[config.mk]
export PLATFORM = sky130hd
export DESIGN_NAME = pwm_multichannel
export DESIGN_NICKNAME = d
export VERILOG_FILES = /design/src/rtl/pwm_multichannel.sv
export SDC_FILE = /design/constraint.sdc
export NUM_CORES = 1
export LEC_CHECK = 0
export BUFFER_PORTS_ARGS = -buffer_cell sky130_fd_sc_hd__buf_4
export CAP_MARGIN = 10
export CORE_ASPECT_RATIO = 1.1
export CORE_MARGIN = 5
export CORE_UTILIZATION = 35
export CTS_BUF_LIST = sky130_fd_sc_hd__clkbuf_4 sky130_fd_sc_hd__clkbuf_8
export DETAILED_ROUTE_END_ITERATION = 7
export PLACE_DENSITY = 0.63
export SLEW_MARGIN = 25
export SYNTH_ARGS = -nofsm -noshare
export SYNTH_HDL_FRONTEND = slang
export SYNTH_SLANG_ARGS = --single-unit
[constraint.sdc]
create_clock -name clk -period 3.35 [get_ports clk]
set_clock_uncertainty 0.2 [all_clocks]
set_input_delay 0.67 -clock clk [delete_from_list [all_inputs] [get_ports clk]]
set_output_delay 0.67 -clock clk [all_outputs]
set_load 0.05 [all_outputs]
[src/rtl/pwm_multichannel.sv]
// Multi-channel PWM generator: one shared period counter, per-channel duty compare,
// double-buffered period/duty/mode that switch over only at a period boundary.
module pwm_multichannel #(
  parameter int WIDTH    = 8,
  parameter int CHANNELS = 4
) (
  input  logic                      clk,
  input  logic                      rst,
  input  logic                      en,
  input  logic                      load,
  input  logic                      center_mode,
  input  logic [WIDTH-1:0]          period,
  input  logic [CHANNELS*WIDTH-1:0] duty,
  output logic [CHANNELS-1:0]       pwm_out,
  output logic                      period_end,
  output logic                      load_ack
);

  logic [WIDTH-1:0]          cnt;
  logic                      dir;        // 0 = counting up, 1 = counting down
  logic [WIDTH-1:0]          period_q;
  logic [CHANNELS*WIDTH-1:0] duty_q;
  logic                      mode_q;
  logic [WIDTH-1:0]          period_s;
  logic [CHANNELS*WIDTH-1:0] duty_s;
  logic                      mode_s;
  logic                      pending;

  logic                      at_top;
  logic                      boundary;
  logic                      xfer;
  logic [WIDTH-1:0]          cnt_next;
  logic                      dir_next;

  always_comb begin
    // NOTE: every signal gets a default first so no path through this block infers a latch.
    at_top   = (cnt == period_q);
    boundary = 1'b0;
    cnt_next = cnt + WIDTH'(1);
    dir_next = dir;

    // The turning point of a center-aligned count is treated as already descending,
    // so period_q == 1 yields the two-cycle sequence 0,1.
    if (period_q == '0)
      boundary = 1'b1;
    else if (mode_q)
      boundary = (dir || at_top) && (cnt <= WIDTH'(1));
    else
      boundary = at_top;

    xfer = pending && (boundary || !en);

    if (!en || boundary) begin
      cnt_next = '0;
      dir_next = 1'b0;
    end else if (mode_q && (dir || at_top)) begin
      cnt_next = cnt - WIDTH'(1);
      dir_next = 1'b1;
    end
  end

  // NOTE: sequential state uses non-blocking assignments so every register samples pre-edge values.
  always_ff @(posedge clk) begin
    if (rst) begin
      cnt        <= '0;
      dir        <= 1'b0;
      period_q   <= '0;
      duty_q     <= '0;
      mode_q     <= 1'b0;
      period_s   <= '0;
      duty_s     <= '0;
      mode_s     <= 1'b0;
      pending    <= 1'b0;
      pwm_out    <= '0;
      period_end <= 1'b0;
      load_ack   <= 1'b0;
    end else begin
      cnt        <= cnt_next;
      dir        <= dir_next;
      period_end <= en && boundary;
      load_ack   <= xfer;

      // Transfer uses the shadow as it stood before this edge; a coincident load waits.
      if (xfer) begin
        period_q <= period_s;
        duty_q   <= duty_s;
        mode_q   <= mode_s;
      end
      if (load) begin
        period_s <= period;
        duty_s   <= duty;
        mode_s   <= center_mode;
      end
      pending <= load || (pending && !xfer);

      for (int i = 0; i < CHANNELS; i++)
        pwm_out[i] <= en && (cnt < duty_q[i*WIDTH +: WIDTH]);
    end
  end

endmodule

==> tab_implementation.tex, run 1 <==
\begin{tabular}{lr}
\hline
Metric & Value \\
\hline
\multicolumn{2}{l}{\textbf{Outcome}} \\
Run status & completed \\
\multicolumn{2}{l}{\textbf{Setup path}} \\
Series of cell instances along the critical path & or4\_4, o41ai\_4, o31ai\_2, nor2\_8, buf\_12, mux2i\_1, nor2\_1 \\
Crit-path max cell delay & 640 ps \\
Reg2Reg Capture Point & duty\_q[15] \\
Critical Path Source Type & register \\
Worst-path fanout max & 36 \\
Endpoint kind of the worst setup timing path & register \\
Required time at the worst-slack endpoint & 3370 ps \\
Type of the setup path with the least slack & reg -> reg \\
Cell family with most CP delay & simple AND/OR/NAND/NOR gates \\
Critical Path Slowest Stage Cell & sky130\_fd\_sc\_hd\_\_or4\_4 \\
Path depth of the worst reg2reg path & 7 \\
Start of the worst register-to-register path & cnt[2] \\
WP buf/inv & 1 \\
Worst endpoint data arrival time & 2810 ps \\
R2R setup slack & 560 ps \\
\multicolumn{2}{l}{\textbf{Global routing}} \\
Remaining Overflow, GRT & 0 \\
Via count of the first global-routing pass & between 3000 and 4000 \\
Wire length of the first global-routing pass & 15600 um \\
Gr usage total & 0.125 \\
Largest net degree at the start of global routing & 85 \\
Antenna violations before repair & 0 \\
\multicolumn{2}{l}{\textbf{Power and ir drop}} \\
Gate power share & 0.106 \\
Leakage power & 2.19 nW \\
VDD IR max & $\sim$280 uV \\
Psw & 559 uW \\
Internal power & roughly 1.8 mW \\
Total power & 2.33 mW \\
Switching fraction of total power & 0.240 \\
Proportion of power drawn by the clock network & 0.361 \\
Part of the total power dissipated in sequential elements & 0.533 \\
Pwr Density & 447 nW/um2 \\
\multicolumn{2}{l}{\textbf{STA}} \\
Period utilisation layout & 0.832 \\
Maximum achievable frequency & 359 MHz \\
Slew of the pin with the lowest slew margin & 819 ps \\
Number of hold-slack violations in the final timing report & 0 \\
Sum of negative setup slack & 0 ps \\
Number of failing setup endpoints in the final timing report & 0 \\
Pins over their slew limit & 0 \\
Final critical-path required period & about 2800 ps \\
Relative slew slack & 0.454 \\
RSZ-0062 raised after global routing & no \\
\multicolumn{2}{l}{\textbf{Layout}} \\
Fill cell total of the finished layout & about 1300 \\
Ratio of cells with drive above 1 in the final layout & 0.147 \\
Non-filler instance count after layout & 666 \\
Total Nets Final & 580 \\
\# diodes & 0 \\
Area growth, synth to finish & 14.5\% \\
Most frequent cells in the layout & 98 x sky130\_fd\_sc\_hd\_\_dfxtp\_1, 91 x sky130\_fd\_sc\_hd\_\_nor2\_1, 87 x sky130\_fd\_sc\_hd\_\_mux2i\_1, 51 x sky130\_fd\_sc\_hd\_\_buf\_4, 33 x sky130\_fd\_sc\_hd\_\_inv\_1 \\
Most common cell after layout, fill and taps aside & sky130\_fd\_sc\_hd\_\_dfxtp\_1 \\
\multicolumn{2}{l}{\textbf{Logic synthesis}} \\
FFs w/ async S/R, synth & 0 \\
Flip-flop and latch count after synthesis & 98 \\
Mapped Nets & 542 \\
Count of distinct cell types in the synthesized netlist & 39 \\
Ys Warns & 0 \\
Sequential element share of the synthesized area & 0.430 \\
Post-synth top flop & sky130\_fd\_sc\_hd\_\_dfxtp\_1 \\
Post-synthesis average cell area & roughly 9.8 um2 \\
Number of cells produced by synthesis & 466 \\
Number of enable-type register cells in the synthesized netlist & 0 \\
Netlist Area Pre-Place & 4560 um2 \\
\multicolumn{2}{l}{\textbf{Clock network}} \\
Root buffer cell & sky130\_fd\_sc\_hd\_\_clkbuf\_8 \\
Hold buffer count at CTS & 0 \\
TritonCTS clock tree & done \\
Number of levels the H-tree was split into & 3 \\
Number of resized instances in the post-cts repair step & 0 \\
Buffer count from post-CTS setup fixing & 0 \\
Sinks on the clock net & 98 \\
TritonCTS Buffers & 9 \\
Clock latency reported for the late side of the worst-skew pair & approximately 360 ps \\
Longest Clk Path Bufs & 2 \\
Clock-pin slew of the registers on the worst-case setup and hold paths & about 90 ps \\
\multicolumn{2}{l}{\textbf{Min path}} \\
Startpoint of the worst hold path & pending \\
Path category of the worst min-delay check & reg -> reg \\
Count of cells along the worst hold path & 2 \\
Capture endpoint of the worst hold path & pending \\
\multicolumn{2}{l}{\textbf{Floorplanning}} \\
Starting density of the core & 0.359 \\
Count of boundary I/O pins & just over 50 \\
Horizontal die dimension & around 120 um \\
Overall die area & around 15000 um2 \\
Vertical die dimension & between 100 and 150 um \\
Core area & 12700 um2 \\
Cell Rows & 43 \\
\multicolumn{2}{l}{\textbf{Routing}} \\
Via density & 4.76 \\
Mean routed wirelength per cell & 13.7 um \\
Antenna Nets Post-Route & 0 \\
Number of vias in the routed layout & 3170 \\
DR iter-0 viols & around 120 \\
Number of search-and-repair iterations in the first detailed-routing pass & 4 \\
WL final & between 9000 and 10000 um \\
Remaining DRCs & 0 \\
\multicolumn{2}{l}{\textbf{Place}} \\
Routability cong. & 0.780 \\
Detailed Place HPWL & $\sim$6400 um \\
Post-placement cell count & 650 \\
Number of port buffers & 50 \\
\multicolumn{2}{l}{\textbf{Flow run}} \\
Count of maximum capacitance violations & 0 \\
\hline
\end{tabular}
-- registers in the layout, indices dropped and copies added, names as in the netlist --
name,cells
dir,1
period_end,1
mode_q,1
pending,1
pwm_out,4
period_q,8
duty_q,32
period_s,8
cnt,8
duty_s,32
load_ack,1
mode_s,1
-- final cells by class --
cell class	instances	area [um2]	area share
multi-input combinational	310	2310	0.442
tap	157	196	0.0376
sequential	98	1960	0.376
clock inverter	6	90.1	0.0173
timing repair buffer	52	403	0.0772
clock buffer	10	138	0.0264
inverter	33	124	0.0237
-- cell families after synthesis --
| group | count (synthesis) | share of synthesized area |
|---|---|---|
| xor+xnor | 9 | 0.0173 |
| simple gates | 142 | 0.147 |
| mux | 87 | 0.191 |
| flops | 98 | 0.430 |
| buf+inv | 58 | 0.0637 |
| compound gates | 41 | 0.0656 |
| fa+ha+maj | 31 | 0.0851 |
-- synth_stat cells (6+ instances only) --
master	count	area [um2]
sky130_fd_sc_hd__nor3_1	7	35.0
sky130_fd_sc_hd__nand2b_1	8	50.1
sky130_fd_sc_hd__inv_1	33	124
sky130_fd_sc_hd__ha_1	31	388
sky130_fd_sc_hd__o21ai_0	7	35.0
sky130_fd_sc_hd__xnor2_1	9	78.8
sky130_fd_sc_hd__o21ai_1	6	30.0
sky130_fd_sc_hd__dfxtp_1	98	1960
sky130_fd_sc_hd__mux2i_1	87	871
sky130_fd_sc_hd__nand2_1	7	26.3
sky130_fd_sc_hd__a21o_1	8	60.1
sky130_fd_sc_hd__clkbuf_1	15	56.3
sky130_fd_sc_hd__nor2_1	91	342
sky130_fd_sc_hd__nor4_1	6	37.5
-- metrics by stage --
step                area [um2]  setup WS [ps]   util  hold slack, ps
finish                    5220            563  0.411             281
global route              5220            404  0.411             314
CTS                       5220            546  0.411             288
detailed placement        4990            565  0.393             274
global placement          4990            648  0.393             270
floorplan                 4560            955      -             242
-- how the worst max path moves through the flow --
stage	from	to	slack [ps]	depth (start not counted)
3_5_place_dp	cnt[2]	duty_q[1]	570	7
3_3_place_gp	cnt[2]	duty_q[15]	650	7
4_1_cts	cnt[2]	duty_q[15]	550	7
5_1_grt	cnt[2]	duty_q[15]	400	7
6_report	cnt[2]	duty_q[15]	560	7
2_1_floorplan	cnt[2]	duty_q[31]	950	8
-- routing by layer --
layer	track usage	vias to the layer above	share of wire
met5	0	-	0
met3	0.0368	10	0.036
met2	0.203	45	0.46
met1	0.163	1448	0.49
li1	-	1667	-
met4	0.0348	0	0.010
-- power by group through the flow --
stage	logic [mW]	registers, mW	clock network [mW]
6_report	0.248	1.24	0.842
5_1_grt	0.278	1.25	0.934
4_1_cts	0.252	1.24	0.876
3_5_place_dp	0.251	1.27	0
3_3_place_gp	0.244	1.27	0
2_1_floorplan	0.172	1.27	0
-- worst min-delay path: stages (launching register included) --
cell	delay [ps]
sky130_fd_sc_hd__dfxtp_1	340
sky130_fd_sc_hd__nand2_1	60
sky130_fd_sc_hd__o21ai_1	50
No activity file was read; power rests on OpenSTA's default activity.
==> run 2, diff against run 1 <==
Settings changed: PLACE_DENSITY 0.63 to 0.65.
Clock period 3.35 ns to 2.5 ns, I/O delays scaled along.
==> tab_implementation.tex, run 2 (synthesis gave the netlist of run 1 again) <==
\begin{tabular}{lr}
\hline
Metric & Value \\
\hline
\multicolumn{2}{l}{\textbf{Global routing}} \\
Wire length of the first global-routing pass & 15600 um (about the same) \\
Via count of the first global-routing pass & 3299 (was 3197) \\
Antenna violations before repair & 0 (unchanged) \\
Remaining Overflow, GRT & 0 (unchanged) \\
Gr usage total & 0.125 (about the same) \\
Largest net degree at the start of global routing & 85 (unchanged) \\
\multicolumn{2}{l}{\textbf{Routing}} \\
Number of vias in the routed layout & 3301 (was 3170) \\
WL final & 9350 um (was 9140 um) \\
Number of search-and-repair iterations in the first detailed-routing pass & 5 (was 4) \\
Mean routed wirelength per cell & 13.8 um (was 13.7 um) \\
Remaining DRCs & 0 (unchanged) \\
Via density & 4.86 (was 4.76) \\
Antenna Nets Post-Route & 0 (unchanged) \\
DR iter-0 viols & 115 (unchanged) \\
\multicolumn{2}{l}{\textbf{Setup path}} \\
Worst endpoint data arrival time & 2400 ps (was 2810 ps) \\
Start of the worst register-to-register path & cnt[2] (unchanged) \\
Startpoint of the most critical setup path & cnt[2] (unchanged) \\
WP buf/inv & 2 (was 1) \\
Reg2Reg Capture Point & period\_q[4] (was duty\_q[15]) \\
Endpoint kind of the worst setup timing path & register (unchanged) \\
Type of the setup path with the least slack & reg -> reg (unchanged) \\
Worst-path fanout max & 21 (was 36) \\
Cell family with most CP delay & simple AND/OR/NAND/NOR gates (unchanged) \\
Critical Path Slowest Stage Cell & sky130\_fd\_sc\_hd\_\_o2111a\_1 (was sky130\_fd\_sc\_hd\_\_or4\_4) \\
R2R setup slack & 120 ps (was 560 ps) \\
Critical Path Source Type & register (unchanged) \\
Series of cell instances along the critical path & buf\_4, xnor2\_1, nand4\_1, o2111a\_1, nor2\_8, buf\_12, mux2i\_1, nor2\_1 (was or4\_4, o41ai\_4, o31ai\_2, nor2\_8, buf\_12, mux2i\_1, nor2\_1) \\
Crit-path max cell delay & 390 ps (was 640 ps) \\
Path depth of the worst reg2reg path & 8 (was 7) \\
Required time at the worst-slack endpoint & 2520 ps (was 3370 ps) \\
\multicolumn{2}{l}{\textbf{Clock network}} \\
Clock latency reported for the late side of the worst-skew pair & 370 ps (was 360 ps) \\
TritonCTS clock tree & done (unchanged) \\
TritonCTS Buffers & 9 (unchanged) \\
Number of levels the H-tree was split into & 3 (unchanged) \\
Number of resized instances in the post-cts repair step & 0 (unchanged) \\
Root buffer cell & sky130\_fd\_sc\_hd\_\_clkbuf\_8 (unchanged) \\
Sinks on the clock net & 98 (unchanged) \\
Hold buffer count at CTS & 0 (unchanged) \\
Longest Clk Path Bufs & 2 (unchanged) \\
Buffer count from post-CTS setup fixing & 0 (unchanged) \\
Clock-pin slew of the registers on the worst-case setup and hold paths & 100 ps (was 90 ps) \\
\multicolumn{2}{l}{\textbf{Place}} \\
Number of port buffers & 50 (unchanged) \\
Routability cong. & 0.842 (was 0.780) \\
Detailed Place HPWL & 6650 um (was 6380 um) \\
\multicolumn{2}{l}{\textbf{Layout}} \\
Registers with the most flip-flops & duty\_q x32, duty\_s x32 (unchanged) \\
Area growth, synth to finish & 16.1\% (was 14.5\%) \\
Total area of multi-input combinational cells & 2310 um2 (about the same) \\
Fill cell total of the finished layout & 1264 (was 1292) \\
Total Nets Final & 593 (was 580) \\
Most frequent cells in the layout & 97 x sky130\_fd\_sc\_hd\_\_dfxtp\_1, 91 x sky130\_fd\_sc\_hd\_\_nor2\_1, 87 x sky130\_fd\_sc\_hd\_\_mux2i\_1, 63 x sky130\_fd\_sc\_hd\_\_buf\_4, 33 x sky130\_fd\_sc\_hd\_\_inv\_1 (was 98 x sky130\_fd\_sc\_hd\_\_dfxtp\_1, 91 x sky130\_fd\_sc\_hd\_\_nor2\_1, 87 x sky130\_fd\_sc\_hd\_\_mux2i\_1, 51 x sky130\_fd\_sc\_hd\_\_buf\_4, 33 x sky130\_fd\_sc\_hd\_\_inv\_1) \\
Sequential cell area & 1960 um2 (about the same) \\
\# diodes & 0 (unchanged) \\
Ratio of cells with drive above 1 in the final layout & 0.170 (was 0.147) \\
Most common cell after layout, fill and taps aside & sky130\_fd\_sc\_hd\_\_dfxtp\_1 (unchanged) \\
\multicolumn{2}{l}{\textbf{Min path}} \\
Count of cells along the worst hold path & 3 (was 2) \\
Capture endpoint of the worst hold path & period\_s[6] (was pending) \\
Path category of the worst min-delay check & in -> reg (was reg -> reg) \\
Startpoint of the worst hold path & period[6] (was pending) \\
\multicolumn{2}{l}{\textbf{Floorplanning}} \\
Core area & 12700 um2 (unchanged) \\
Horizontal die dimension & 119 um (unchanged) \\
Vertical die dimension & 130 um (unchanged) \\
Overall die area & 15400 um2 (unchanged) \\
Count of boundary I/O pins & 51 (unchanged) \\
Starting density of the core & 0.359 (unchanged) \\
Cell Rows & 43 (unchanged) \\
\multicolumn{2}{l}{\textbf{Power and ir drop}} \\
VDD IR max & 373 uV (was 280 uV) \\
Pwr Density & 559 nW/um2 (was 447 nW/um2) \\
Leakage power & 2.24 nW (was 2.19 nW) \\
\multicolumn{2}{l}{\textbf{STA}} \\
RSZ-0062 raised after global routing & no (unchanged) \\
Relative slew slack & 0.437 (was 0.454) \\
Number of hold-slack violations in the final timing report & 0 (unchanged) \\
Number of failing setup endpoints in the final timing report & 0 (unchanged) \\
Slew of the pin with the lowest slew margin & 845 ps (was 819 ps) \\
Sum of negative setup slack & 0 ps (unchanged) \\
Maximum achievable frequency & 420 MHz (was 359 MHz) \\
Final critical-path required period & 2380 ps (was 2790 ps) \\
Period utilisation layout & 0.952 (was 0.832) \\
Final-layout worst hold slack & 158 ps (was 281 ps) \\
Pins over their slew limit & 0 (unchanged) \\
\multicolumn{2}{l}{\textbf{Outcome}} \\
Run status & completed (unchanged) \\
\multicolumn{2}{l}{\textbf{Flow run}} \\
Count of maximum capacitance violations & 0 (unchanged) \\
\hline
\end{tabular}
## run 2: final cells by class
class                           count  share of cell area
Multi-Input combinational cell    310               0.438
Clock buffer                       11              0.0263
Inverter                           33              0.0234
Tap cell                          157              0.0371
Timing Repair Buffer               65              0.0970
Clock inverter                      5             0.00757
Sequential cell                    98               0.371
## run 2: power by group
group	switching (mW)	internal [mW]	leakage (nW)
logic	0.178	0.171	1.35
registers	0.0380	1.62	0.801
clock network	0.555	0.389	0.0830
total	0.771	2.19	2.24
## run 2: worst min-delay path: stages
cell and delay, ps:
sky130_fd_sc_hd__buf_4 80, sky130_fd_sc_hd__mux2i_1 50, sky130_fd_sc_hd__nor2_1 70
## run 2: how the worst max path moves through the flow
| stage | end | slack [ps] | cells past startpoint |
|---|---|---|---|
| 2_1_floorplan | duty_q[31] | 100 | 8 |
| 3_3_place_gp | duty_q[15] | 210 | 9 |
| 3_5_place_dp | period_q[4] | 70 | 9 |
| 4_1_cts | period_q[4] | 20 | 9 |
| 5_1_grt | period_q[4] | 2 | 9 |
| 6_report | period_q[4] | 120 | 8 |
## run 2: stage by stage
stage                util  area (um2)  std cells  power, mW  setup WS [ps]
floorplan               -        4560        466       1.94            105
global placement    0.402        5100        663       2.04            213
detailed placement  0.402        5100        663       2.05           69.9
CTS                 0.416        5280        679       3.00           18.8
global route        0.417        5290        679       3.11           2.26
finish              0.417        5290        679       2.96            119
## run 2: metal layers
layer	up-vias	GRT usage	routed length (um)
met2	61	0.215	4450
li1	1690	-	-
met1	1532	0.153	4320
met3	18	0.0347	413
met5	-	0	0
met4	0	0.0429	169
